`src/rtl/seq_cpu_core.sv`:
```
// Multi-cycle processor core: FETCH/DECODE/EXEC sequencing over an external synchronous ROM,
// eight-entry register file, small ALU/branch ISA, start/done handshake and illegal-opcode trap.
module seq_cpu_core #(
  parameter int DATA_W = 16,
  parameter int ADDR_W = 8
) (
  input  logic              clk,
  input  logic              rst,
  input  logic              start,
  input  logic [ADDR_W-1:0] start_pc,
  output logic [ADDR_W-1:0] imem_addr,
  input  logic [15:0]       imem_rdata,
  output logic [DATA_W-1:0] out,
  output logic              out_valid,
  output logic              busy,
  output logic              done,
  output logic              illegal
);

  typedef enum logic [2:0] {
    S_IDLE,
    S_FETCH,
    S_DECODE,
    S_EXEC,
    S_HALTED
  } state_t;

  localparam logic [3:0] OP_NOP  = 4'd0;
  localparam logic [3:0] OP_LDI  = 4'd1;
  localparam logic [3:0] OP_ADD  = 4'd2;
  localparam logic [3:0] OP_SUB  = 4'd3;
  localparam logic [3:0] OP_OUT  = 4'd4;
  localparam logic [3:0] OP_JMP  = 4'd5;
  localparam logic [3:0] OP_BNZ  = 4'd6;
  localparam logic [3:0] OP_HALT = 4'd7;

  state_t              state, state_n;
  logic [ADDR_W-1:0]   pc, pc_n, pc_inc, jump_target;
  logic [15:0]         ir;
  logic [DATA_W-1:0]   regs [8];

  logic [3:0]          op;
  logic [2:0]          rd, rs;
  logic [7:0]          imm8;
  logic [DATA_W-1:0]   rd_val, rs_val;

  logic                ir_load;
  logic                reg_we;
  logic [DATA_W-1:0]   reg_wdata;
  logic                out_we;
  logic                illegal_set;
  logic                illegal_clr;

  assign op          = ir[15:12];
  assign rd          = ir[11:9];
  assign rs          = ir[8:6];
  assign imm8        = ir[7:0];
  assign rd_val      = regs[rd];
  assign rs_val      = regs[rs];
  assign pc_inc      = pc + ADDR_W'(1);
  assign jump_target = imm8[ADDR_W-1:0];

  assign imem_addr = pc;
  assign busy      = (state == S_FETCH) || (state == S_DECODE) || (state == S_EXEC);
  assign done      = (state == S_HALTED);

  always_ff @(posedge clk) begin
    if (rst) begin
      state <= S_IDLE;
    end else begin
      state <= state_n;
    end
  end

  // Both operands are read from the register file before the write lands, so rd==rs uses old values.
  always_comb begin
    state_n     = state;
    pc_n        = pc;
    ir_load     = 1'b0;
    reg_we      = 1'b0;
    reg_wdata   = '0;
    out_we      = 1'b0;
    illegal_set = 1'b0;
    illegal_clr = 1'b0;
    case (state)
      S_IDLE, S_HALTED: begin
        if (start) begin
          state_n     = S_FETCH;
          pc_n        = start_pc;
          illegal_clr = 1'b1;
        end
      end
      S_FETCH: begin
        state_n = S_DECODE;
      end
      S_DECODE: begin
        state_n = S_EXEC;
        ir_load = 1'b1;
      end
      S_EXEC: begin
        state_n = S_FETCH;
        pc_n    = pc_inc;
        case (op)
          OP_NOP: begin
          end
          OP_LDI: begin
            reg_we    = 1'b1;
            reg_wdata = DATA_W'(imm8);
          end
          OP_ADD: begin
            reg_we    = 1'b1;
            reg_wdata = rd_val + rs_val;
          end
          OP_SUB: begin
            reg_we    = 1'b1;
            reg_wdata = rd_val - rs_val;
          end
          OP_OUT: begin
            out_we = 1'b1;
          end
          OP_JMP: begin
            pc_n = jump_target;
          end
          OP_BNZ: begin
            if (rd_val != '0) begin
              pc_n = jump_target;
            end
          end
          OP_HALT: begin
            state_n = S_HALTED;
            pc_n    = pc;
          end
          default: begin
            state_n     = S_HALTED;
            pc_n        = pc;
            illegal_set = 1'b1;
          end
        endcase
      end
      default: begin
        state_n = S_IDLE;
      end
    endcase
  end

  // Reset has priority, so an instruction caught mid-flight never commits anything.
  always_ff @(posedge clk) begin
    if (rst) begin
      pc        <= '0;
      ir        <= '0;
      out       <= '0;
      out_valid <= 1'b0;
      illegal   <= 1'b0;
      for (int i = 0; i < 8; i++) begin
        regs[i] <= '0;
      end
    end else begin
      pc        <= pc_n;
      out_valid <= out_we;
      if (ir_load) begin
        ir <= imem_rdata;
      end
      if (reg_we) begin
        regs[rd] <= reg_wdata;
      end
      if (out_we) begin
        out <= rd_val;
      end
      if (illegal_set) begin
        illegal <= 1'b1;
      end else if (illegal_clr) begin
        illegal <= 1'b0;
      end
    end
  end

endmodule
```
`config.mk`:
```
export PLATFORM = sky130hd
export DESIGN_NAME = seq_cpu_core
export DESIGN_NICKNAME = d
export VERILOG_FILES = /design/src/rtl/seq_cpu_core.sv
export SDC_FILE = /design/constraint.sdc
export NUM_CORES = 1
export LEC_CHECK = 0
export CORE_MARGIN = 2
export CORE_UTILIZATION = 61
export DETAILED_ROUTE_END_ITERATION = 16
export HOLD_SLACK_MARGIN = 0.06
export PLACE_DENSITY = 0.81
export SLEW_MARGIN = 20
export SYNTH_ARGS = -nofsm -noshare
export SYNTH_HDL_FRONTEND = slang
export SYNTH_SLANG_ARGS = --single-unit
```
`constraint.sdc`:
```
create_clock -name clk -period 5.47 [get_ports clk]
set_clock_uncertainty 0.1 [all_clocks]
set_input_delay 1.094 -clock clk [delete_from_list [all_inputs] [get_ports clk]]
set_output_delay 1.094 -clock clk [all_outputs]
set_load 0.01 [all_outputs]
```
==> results.yml <==
placed_design:
  hpwlAfterDp_um: 19900
  numPortBuffers: 54
  routabilityCongestion: 0.963
  place_ws_ns: 0.696
clocking:
  cts_sinks: 179
  cts_setup_buffers: 0
  ctsHoldBuffers: 0
  clk_pin_slew_worst_paths_ns: 0.07
  cts_buffer_depth: 2
  cts_tree: "built"
  cts_buffers: 17
  cts_resized: 0
  clk_latency_ns: 0.44
  clock-root-buffer: "clkbuf_16"
  h-tree-depth: 4
synthesis:
  avgSynthCellArea_um2: 10.8
  synthArstFlopShare_pct: 0
  synth-seq-area-share_pct: 48.1
  syn_inst: 937
  ys.flop_type: "edfxtp_1"
  syn_area_mm2: 0.0101
  synth_edf_count: 128
  synth-seq-cells: 179
  syn-num-nets: 983
  ys_warn_count: 0
  post_synth_num_cell_types: 60
critical_path:
  worstPathRequired_ns: 5.65
  crit_arrival_ns: 5.07
  path_max_fanout: 19
  cp-start-kind: "register"
  crit_path_end_kind: "register"
  setup.worst_path.class: "reg -> reg"
grt:
  grt_max_degree: 55
  first_global_vias: 7788
  grt_pass1_wl_um: 43800
  antenna_found_initial: 0
  grt_overflow: 0
  grt_usage_pct: 32.8
timing:
  setup_ws_ns: 0.576
  setup_viol: 0
  fin_tns_setup_ns: 0
  worst_slew_pin_slew_ns: 1.05
  finalCritPeriodShare_pct: 89.5
  finalCriticalPeriod_ns: 4.89
  rsz0062_at_grt: "no"
  fmax_ghz: 0.204
  hold_viol_final: 0
  slew_violations: 0
  slew_headroom_pct: 29.8
detailed_routing:
  drt_first_pass_iters: 6
  drt-met1-wl_um: 10500
  drc: 0
  wl_met3_um: 3730
  first_iter_violations: 1243
  top_layer: "met4"
  drt-total-wl_um: 27900
  drt-wirelength-per-cell_um: 23.0
  antenna_left: 0
  routed_via_density: 6.75
  num_vias: 8194
  wl_met2_um: 12700
die:
  die_h_um: 133
  rows: 47
  start_util_pct: 61.6
  core_area_mm2: 0.0164
  dieArea_mm2: 0.0176
  die_w_um: 133
  io_pins: 55
final_layout:
  nFillCells: 1136
  final_nets: 1027
  diodes: 0
  syn_to_final_growth_pct: 13.0
  drive_gt1_share_pct: 13.1
pwr:
  vdd_drop_max_mv: 0.277
  power-per-cell-area_mw_per_mm2: 324
  leakagePower_nw: 3.99
min_path:
  hold_path.class: "reg -> reg"
flow_run:
  drv_cap: 0
outcome:
  status: "finished clean"
Yosys cell counts, types with 2 or more instances:
cell / number / area [um2]
nor2_1: 188 / 706
edfxtp_1: 128 / 3840
nand2_1: 113 / 424
mux4_2: 66 / 1490
a21oi_1: 54 / 270
dfxtp_1: 51 / 1020
clkbuf_1: 34 / 128
mux2i_1: 24 / 240
o21ai_0: 22 / 110
xor2_1: 20 / 175
nand3_1: 19 / 95.1
ha_1: 18 / 225
nand2b_1: 18 / 113
inv_1: 14 / 52.6
xnor2_1: 12 / 105
buf_2: 11 / 55.1
and3_1: 10 / 62.6
nor3_1: 10 / 50.1
nor4_1: 9 / 56.3
or4_1: 9 / 67.6
a211oi_1: 8 / 60.1
a22oi_1: 8 / 60.1
and2_1: 7 / 43.8
nor2b_1: 7 / 43.8
a31oi_1: 5 / 31.3
nand4_1: 5 / 31.3
a21o_1: 4 / 30.0
a22o_1: 4 / 35.0
buf_4: 4 / 30.0
o21a_1: 4 / 30.0
o31ai_1: 4 / 30.0
or3_1: 4 / 25.0
nand3b_1: 3 / 22.5
o311ai_1: 3 / 26.3
a2111oi_0: 2 / 17.5
a211o_1: 2 / 17.5
a41o_1: 2 / 20.0
buf_1: 2 / 7.51
nor3b_1: 2 / 15.0
o2111ai_1: 2 / 17.5
o211ai_1: 2 / 15.0
o21ai_1: 2 / 10.0
o22ai_1: 2 / 12.5
or3b_1: 2 / 17.5
or4b_1: 2 / 20.0
logic make-up after synthesis:
logic type / count (synthesis) / synth area share (%)
simple gates: 414 / 18.2
flops: 179 / 48.1
compound gates: 134 / 8.18
mux: 91 / 17.2
buf+inv: 67 / 2.85
xor+xnor: 33 / 3.01
fa+ha+maj: 19 / 2.42
through the flow:
step           utilization [%]  instance area (um2)  power, mW  hold WS [ns]  cells
3_5_place_dp              66.3                10900       2.52         0.347   1182
6_report                  69.6                11400       3.70         0.355   1214
4_1_cts                   69.6                11400       3.67         0.356   1214
2_1_floorplan                -                10100       2.23         0.335    937
5_1_grt                   69.6                11400       3.84         0.387   1214
3_3_place_gp              66.3                10900       2.50         0.342   1182
worst max-delay path: stages, from the launching register on:
cell     delay (ns)
dfxtp_2        0.71
mux4_2         0.58
mux2i_1        0.30
nand2_1        0.10
nor2_1         0.21
and3_1         0.25
a31oi_1        0.15
a21oi_1        0.19
xnor2_1        0.09
ha_1           0.43
a21o_1         0.20
a21oi_1        0.15
or4b_1         0.45
a31oi_1        0.27
xnor3_2        0.41
nor2_1         0.14
cell usage in the layout (no fill, tap or decap), types with 12 or more instances in the layout:
master           count
nand2_1            113
nand3_1             19
clkbuf_16           17
nand2b_1            18
dfxtp_1             48
ha_1                18
a21oi_1             54
xor2_1              20
inv_1               14
xnor2_1             12
clkdlybuf4s50_1     53
edfxtp_1           128
mux4_2              66
mux2i_1             24
o21ai_0             22
buf_4               23
nor2_1             188
flip-flops by register name, indices dropped and copies added, names as in the netlist, named ones only:
signal and cells:
out 16, regs 128, ir 16, illegal 1, imem_addr 8, state 3
out_valid 1
metal layers:
| metal | vias to the layer above | global-route usage (%) |
|---|---|---|
| met3 | 109 | 7.89 |
| met2 | 616 | 50.4 |
| met5 | - | 0 |
| met4 | 0 | 12.5 |
| met1 | 3932 | 46.0 |
| li1 | 3537 | - |
report_power, final:
part | internal [mW] | switching [mW] | total, mW
registers | 1.51 | 0.0820 | 1.59
clock network | 0.628 | 0.551 | 1.18
logic | 0.387 | 0.549 | 0.936
layout make-up:
type / count / area (um2) / area share [%]
inverter: 15 / 56.3 / 0.493
timing repair buffer: 77 / 708 / 6.20
sequential: 179 / 4870 / 42.6
multi-input combinational: 691 / 4970 / 43.5
clock inverter: 12 / 106 / 0.931
clock buffer: 20 / 437 / 3.82
tap: 220 / 275 / 2.41
final timing paths:
check	startpoint	endpoint	slack (ns)	cells after the start
worst max-delay path	register	regs[7][15]	0.58	15
worst min-delay path	out[13]	out[13]	0.35	2
worst max register to register	register	regs[7][15]	0.58	15
worst min register to register	out[13]	out[13]	0.35	2
No activity file was read; power rests on OpenSTA's default activity.
